File: src/rtl/jtpang_objdma_pkg.sv
// Shared constants for the object DMA engine and the object renderer.
package jtpang_objdma_pkg;

  localparam logic [2:0] ST_IDLE = 3'd0;
  localparam logic [2:0] ST_REQ  = 3'd1;
  localparam logic [2:0] ST_RD   = 3'd2;
  localparam logic [2:0] ST_WR   = 3'd3;
  localparam logic [2:0] ST_REL  = 3'd4;

  localparam int          OBJ_LEN     = 512;
  localparam logic [11:0] OBJ_SRC_OFS = 12'h000;

  // Byte-index counter width; a one-byte table still needs a 1-bit counter.
  function automatic int idx_width(input int len);
    return (len > 1) ? $clog2(len) : 1;
  endfunction

endpackage

File: src/rtl/jtpang_objdma_edge.sv
// dma_go rising-edge detector with a sticky pending flag; edges that arrive
// while a request is already pending coalesce into one.
module jtpang_objdma_edge (
  input  logic clk,
  input  logic rst,
  input  logic i_go,
  input  logic i_clr,
  output logic o_pending
);

  logic r_go_l;
  logic r_pending;

  // A new edge wins over a same-cycle clear so the request is not lost.
  always_ff @(posedge clk) begin
    if (rst) begin
      r_go_l    <= 1'b0;
      r_pending <= 1'b0;
    end else begin
      r_go_l <= i_go;
      if (i_go && !r_go_l)
        r_pending <= 1'b1;
      else if (i_clr)
        r_pending <= 1'b0;
    end
  end

  assign o_pending = r_pending;

endmodule

File: src/rtl/jtpang_objdma.sv
// Object DMA: on a dma_go edge, takes the Z80 bus and copies LEN bytes of VRAM
// into the object buffer. Define JTPANG_OBJDMA_VBLANK_EN to hold the bus request until vertical blank.
module jtpang_objdma
  import jtpang_objdma_pkg::*;
#(
  parameter int          AW      = 9,
  parameter int          LEN     = OBJ_LEN,
  parameter logic [11:0] SRC_OFS = OBJ_SRC_OFS
) (
  input  logic          clk,
  input  logic          rst,
  input  logic          cen,
  input  logic          dma_go,
  input  logic          LVBL,
  output logic          busrq_n,
  input  logic          busak_n,
  output logic          dma_cs,
  output logic [11:0]   dma_addr,
  input  logic [7:0]    vram_dout,
  output logic [AW-1:0] obj_addr,
  output logic [7:0]    obj_din,
  output logic          obj_we,
  output logic          busy
);

  localparam int            IW   = idx_width(LEN);
  localparam logic [IW-1:0] LAST = IW'(LEN - 1);

  logic [2:0]    r_state;
  logic [2:0]    w_state_next;
  logic [IW-1:0] r_idx;
  logic [AW-1:0] r_obj_addr;
  logic [7:0]    r_obj_din;
  logic          r_obj_we;
  logic          w_pending;
  logic          w_clr;
  logic          w_req_ok;
  logic          w_grant;

  jtpang_objdma_edge u_edge (
    .clk       (clk),
    .rst       (rst),
    .i_go      (dma_go),
    .i_clr     (w_clr),
    .o_pending (w_pending)
  );

`ifdef JTPANG_OBJDMA_VBLANK_EN
  assign w_req_ok = ~LVBL;
`else
  logic w_unused_lvbl;
  assign w_unused_lvbl = LVBL;
  assign w_req_ok      = 1'b1;
`endif

  assign w_grant = ~busak_n;
  assign w_clr   = cen && (r_state == ST_IDLE) && w_pending;

  always_ff @(posedge clk) begin
    if (rst)
      r_state <= ST_IDLE;
    else if (cen)
      r_state <= w_state_next;
  end

  // Losing the grant in RD/WR simply stalls: state and index hold until it returns.
  always_comb begin
    w_state_next = r_state;
    case (r_state)
      ST_IDLE: if (w_pending)            w_state_next = ST_REQ;
      ST_REQ:  if (w_req_ok && w_grant)  w_state_next = ST_RD;
      ST_RD:   if (w_grant)              w_state_next = ST_WR;
      ST_WR:   if (w_grant)              w_state_next = (r_idx == LAST) ? ST_REL : ST_RD;
      ST_REL:  if (busak_n)              w_state_next = ST_IDLE;
      default:                           w_state_next = ST_IDLE;
    endcase
  end

  always_comb begin
    busrq_n = 1'b1;
    dma_cs  = 1'b0;
    busy    = 1'b1;
    case (r_state)
      ST_IDLE: busy = 1'b0;
      ST_REQ:  busrq_n = ~w_req_ok;
      ST_RD, ST_WR: begin
        busrq_n = 1'b0;
        dma_cs  = w_grant;
      end
      default: ;
    endcase
  end

  always_ff @(posedge clk) begin
    if (rst) begin
      r_idx      <= '0;
      r_obj_addr <= '0;
      r_obj_din  <= 8'd0;
      r_obj_we   <= 1'b0;
    end else begin
      r_obj_we <= 1'b0;
      if (cen) begin
        if (r_state == ST_REQ && w_req_ok && w_grant)
          r_idx <= '0;
        if (r_state == ST_WR && w_grant) begin
          r_obj_addr <= AW'(r_idx);
          r_obj_din  <= vram_dout;
          r_obj_we   <= 1'b1;
          if (r_idx != LAST)
            r_idx <= r_idx + 1'b1;
        end
      end
    end
  end

  // 12-bit sum wraps past the top of VRAM back to 0.
  assign dma_addr = SRC_OFS + 12'(r_idx);
  assign obj_addr = r_obj_addr;
  assign obj_din  = r_obj_din;
  assign obj_we   = r_obj_we;

endmodule

File: config.mk
export PLATFORM = sky130hd
export DESIGN_NAME = jtpang_objdma
export DESIGN_NICKNAME = d
export VERILOG_FILES = /design/src/rtl/jtpang_objdma_pkg.sv /design/src/rtl/jtpang_objdma_edge.sv /design/src/rtl/jtpang_objdma.sv
export SDC_FILE = /design/constraint.sdc
export NUM_CORES = 1
export LEC_CHECK = 0
export CAP_MARGIN = 40
export CORE_MARGIN = 2
export CORE_UTILIZATION = 40
export CTS_CLUSTER_SIZE = 10
export DETAILED_ROUTE_END_ITERATION = 8
export GPL_TIMING_DRIVEN = 1
export MAX_ROUTING_LAYER = met4
export PLACE_DENSITY = 0.71
export SETUP_SLACK_MARGIN = 0.5
export SYNTH_ARGS = -nofsm -noshare
export SYNTH_HDL_FRONTEND = slang
export SYNTH_HIERARCHICAL = 1
export SYNTH_SLANG_ARGS = --single-unit
File: constraint.sdc
create_clock -name clk -period 6.5 [get_ports clk]
set_input_delay 1.3 -clock clk [delete_from_list [all_inputs] [get_ports clk]]
set_output_delay 1.3 -clock clk [all_outputs]
set_load 0.03 [all_outputs]
Yosys cells after proc, flatten, opt, wreduce, memory -nomap -nowiden:

Index checks and enable logic that the tools add are counted.

* add/subtract/negate cells: 1
* bitwise logic cells: 2
* reductions and logical operators: 13
* mux-type cells: 16
* equal/unequal tests: 11

Operator list (number)
* 9-bit two-way mux: 3
* 3-bit two-way mux: 6
* 3-bit case mux with 5 select lines: 1
* 9-bit by 1-bit adder with 9-bit output, second input constant: 1
* 9-bit equality test, second input constant: 1
* 9-bit inequality test, second input constant: 1
* 2-bit inequality test, second input constant: 4
* 3-bit by 2-bit equality test with 1-bit output, second input constant: 2
* 1-bit two-way mux: 6
* 6-bit AND reduction: 1
* 1-bit logical AND: 5
* 2-bit OR reduction: 2
* 3-bit by 1-bit equality test with 1-bit output, second input constant: 1
* 3-bit equality test, second input constant: 1
* 3-bit logical NOT: 1
* 3-bit OR reduction: 1
* 2-bit by 1-bit inequality test with 1-bit output, second input constant: 1
* 1-bit inverter: 2
* 2-bit AND reduction: 1
* 2-bit nonzero test: 1
* 1-bit logical NOT: 1

* word-level logic and storage cells: 50
* register bits after elaboration: 32
* output and inout port bits: 33
* input bits: 14

Logic depth before layout (Yosys ltp):

* depth in word-level cells: 5
* mapped depth: 9
* mapped depth without buffers: 9

Cells and area by module:

Netlist, hierarchy kept.

By module, submodules not included
* jtpang_objdma: times used 1, sequential area each 600.6 um^2, cells an instance 170, area each 1352.5 um^2
* jtpang_objdma_edge: times used 1, sequential area each 40.0 um^2, cells an instance 6, area each 67.6 um^2

Worst setup path before layout:

Ideal clock, no wire load.

* path kind: input to output
* start point: in busak_n
* end point: out dma_cs
* stages: 2
* data arrival time: 1.988 ns
* data required time: 5.200 ns
* slack: 3.212 ns
* buffers on the path: 0
* cell sequence: and2b_1 > nor2b_1

* word-level cells in the longest chain between the ends: 2

RTL lines
* start: declaration: RTL line jtpang_objdma.sv:16 `input logic busak_n,`
* 1-bit inverter: RTL line jtpang_objdma.sv:56 `assign w_grant = ~busak_n;`
* 1-bit two-way mux: RTL line jtpang_objdma.sv:83 `case (r_state)`
* end: declaration: RTL line jtpang_objdma.sv:17 `output logic dma_cs,`

Every way passes these cells.

Worst setup path after layout:

Ends and elaborated chain as after synthesis.

==> metrics.cfg <==
[synth]
synthAdderAreaFrac_pct=1.76
synthDistinctLibCells=36
yosys-top-cells-area=dfxtp_1 (45%), nand2_1 (11%), a21oi_1 (7.8%)
synth_mux_area_share_pct=0
yosys_register_bits=32
yosysTopAreaCell=dfxtp_1
seq_area_frac_synth_pct=45.1
synth_top_area_share_pct=45.1
synthXorXnorAreaFrac_pct=0
avgSynthCellArea_sq_um=8.07
synth_top_family_by_area=simple AND/OR/NAND/NOR gates
syn-instance-count=176
synth_area_sq_mm=0.00142
yosysWarnings=6
synth-compound-area-share_pct=17.0
yosys.area_share.simple_pct=30.9

[power_and_ir_drop]
ir_drop_uv=111
power_density_mw_per_mm2=194
leakage_nw=0.661
combPwrFrac_pct=7.5
intPower_mw=0.292
switching_power_mw=0.0835
switching_share_pct=22.3
pwr-share-seq_pct=53.4
clock_power_share_pct=39.1

[floorplan]
die_height_um=63.6
num_rows=21
initial_core_util_pct=42.2
die_w_um=63.6
fp.coreArea_sq_mm=0.00336
dieArea_sq_mm=0.00404
num_io_pins=47

[sta]
hold_ws_ns=0.457
finClkSkew_ns=0.00799
slew_headroom_pct=54.7
rsz0062_at_grt=false
finalSetupTns_ns=0
finalSetupViolations=0
fmax_ghz=0.234
maxSlewViolCount=0
finalHoldViolations=0
fin_crit_sh_pct=65.7
finalCriticalPeriod_ns=4.27
worstMarginPinSlew_ns=0.677

[drt]
drt_iter0_markers=62
drcViolationCount=0
wire_per_inst_um=12.5
first_pass_iters=4
finalWirelength_um=3290
via_per_inst=5.20
vias=1372
antenna_left=0

[finish]
nFillCells=318
fin_area_sq_mm=0.00193
drive_gt1_share_pct=5.50
antenna_cells=0
nNetsFinal=233
regArea_sq_um=641
fin_cells=264
synthToLayoutAreaGrowth_pct=36.2
multi_input_area_sq_um=717

[global_routing]
grt_pass1_wl_um=5530
groute.usage.overall_pct=17.8
grt_pass1_vias=1306
grt_max_degree=34
gr-total-overflow=0
antenna_found_initial=0

[worst_setup_path]
cp.arrival_ns=2.97
critical_path.max_fanout=8
startpoint_type=input port
critPathKind=in2out
crit_required_ns=5.20
endpoint_kind=primary output

[hold_path]
hp-class=reg2reg

[clocking]
cts-hold-fix-buffers=0
cts_sinks=32
clk_pin_slew_ns=0.10
cts-buffers-inserted=5
cts_max_path_buffers=2
clk_latency_ns=0.33
cts_max_level=2
postCtsSetupBuffers=0
post_cts_resize_count=0
tritoncts=built
root_buffer=clkbuf_4

[run_status]
status=complete, no violations

[place]
io_buffers=42
post-place-cells=256
place_congestion=0.762
hpwlAfterDp_um=2350
place_area_sq_mm=0.00186

[run]
cap_violations=0

==> per-stage QoR <==
stage                     worst slack [ns]  utilization (%)  power [mW]
after floorplan                       3.21                -       0.222
after global routing                  2.19             57.5       0.393
after CTS                             2.24             57.5       0.379
after global placement                2.29             54.9       0.232
after detailed placement              2.25             55.2       0.233
final                                 2.23             57.5       0.375
==> final cells by class <==
cell class / instances / share of cell area (%)
repair buffers: 44 / 22.7
well taps: 46 / 2.98
inverters: 1 / 0.194
clock inverters: 2 / 1.81
multi-input cells: 133 / 37.1
flip-flops and latches: 32 / 33.1
clock buffers: 6 / 2.13
==> cells by family (layout without fill, tap and decap cells) <==
group	Yosys count	count (layout)
other cells	1	3
simple gates	87	87
flops	32	32
fa+ha+maj	2	2
buf+inv	13	53
compound gates	41	41
==> registers in the layout, summed over array words and instances, names as in the netlist <==
register and count:
obj_addr 9, r_idx 9, obj_din 8, r_state 3
obj_we 1, u_edge/o_pending 1, u_edge/r_go_l 1
==> metal layers <==
metal	track usage (%)	up-vias	share of wire, %
met3	5.71	10	6.1
li1	-	687	-
met5	-	-	0
met1	19.0	633	42
met2	30.4	42	50
met4	7.61	0	1.9
==> power groups by stage <==
stage / registers, mW / logic (mW) / clock network (mW)
CTS: 0.200 / 0.0283 / 0.150
finish: 0.200 / 0.0282 / 0.147
global placement: 0.204 / 0.0276 / 0
global route: 0.201 / 0.0305 / 0.162
floorplan: 0.203 / 0.0187 / 0
detailed placement: 0.205 / 0.0282 / 0
==> cell usage in the layout (no fill, tap or decap), types with 2 or more instances in the layout <==
cell type	instances
conb_1	3
or3_1	5
ha_1	2
nor3_1	4
clkdlybuf4s50_1	42
o21ai_0	5
nand3_1	3
nor2_1	7
dfxtp_1	32
a32oi_1	2
nand2_1	42
nand2b_1	8
nand3b_1	2
and3_1	2
a21oi_1	22
nor2b_1	7
o21ai_1	2
a31oi_1	3
clkbuf_4	5
==> worst paths after layout <==
| kind | startpoint | to | slack [ns] | cells after the start |
|---|---|---|---|---|
| max | busak_n | dma_cs | 2.23 | 4 |
| max reg2reg | r_idx[0]$_SDFFE_PP0P_ | r_idx[7]$_SDFFE_PP0P_ | 3.99 | 9 |
| min | obj_addr[0]$_SDFFE_PP0P_ | obj_addr[0]$_SDFFE_PP0P_ | 0.46 | 2 |
| min reg2reg | obj_addr[0]$_SDFFE_PP0P_ | obj_addr[0]$_SDFFE_PP0P_ | 0.46 | 2 |
==> synthesized netlist by cell type, drive strengths merged <==
master / instances
nand2: 42
dfxtp: 32
a21oi: 23
nand2b: 9
buf: 8
nor2: 7
nor2b: 7
o21ai: 7
or3: 5
clkbuf: 4
nor3: 4
a31oi: 3
nand3: 3
a32oi: 2
and3: 2
ha: 2
nand3b: 2
a2111o: 1
a21o: 1
and2b: 1
conb: 1
inv: 1
nand4: 1
nand4bb: 1
nor4b: 1
o2111ai: 1
o211ai: 1
o21bai: 1
o41ai: 1
or3b: 1
or4: 1
==> worst max-delay path, cell delays in order <==
cell,delay [ns]
clkdlybuf4s50_1,0.53
and2b_1,0.31
nor2b_1,0.15
clkdlybuf4s50_1,0.68
Note: power is estimated with default switching activity, not from simulation.
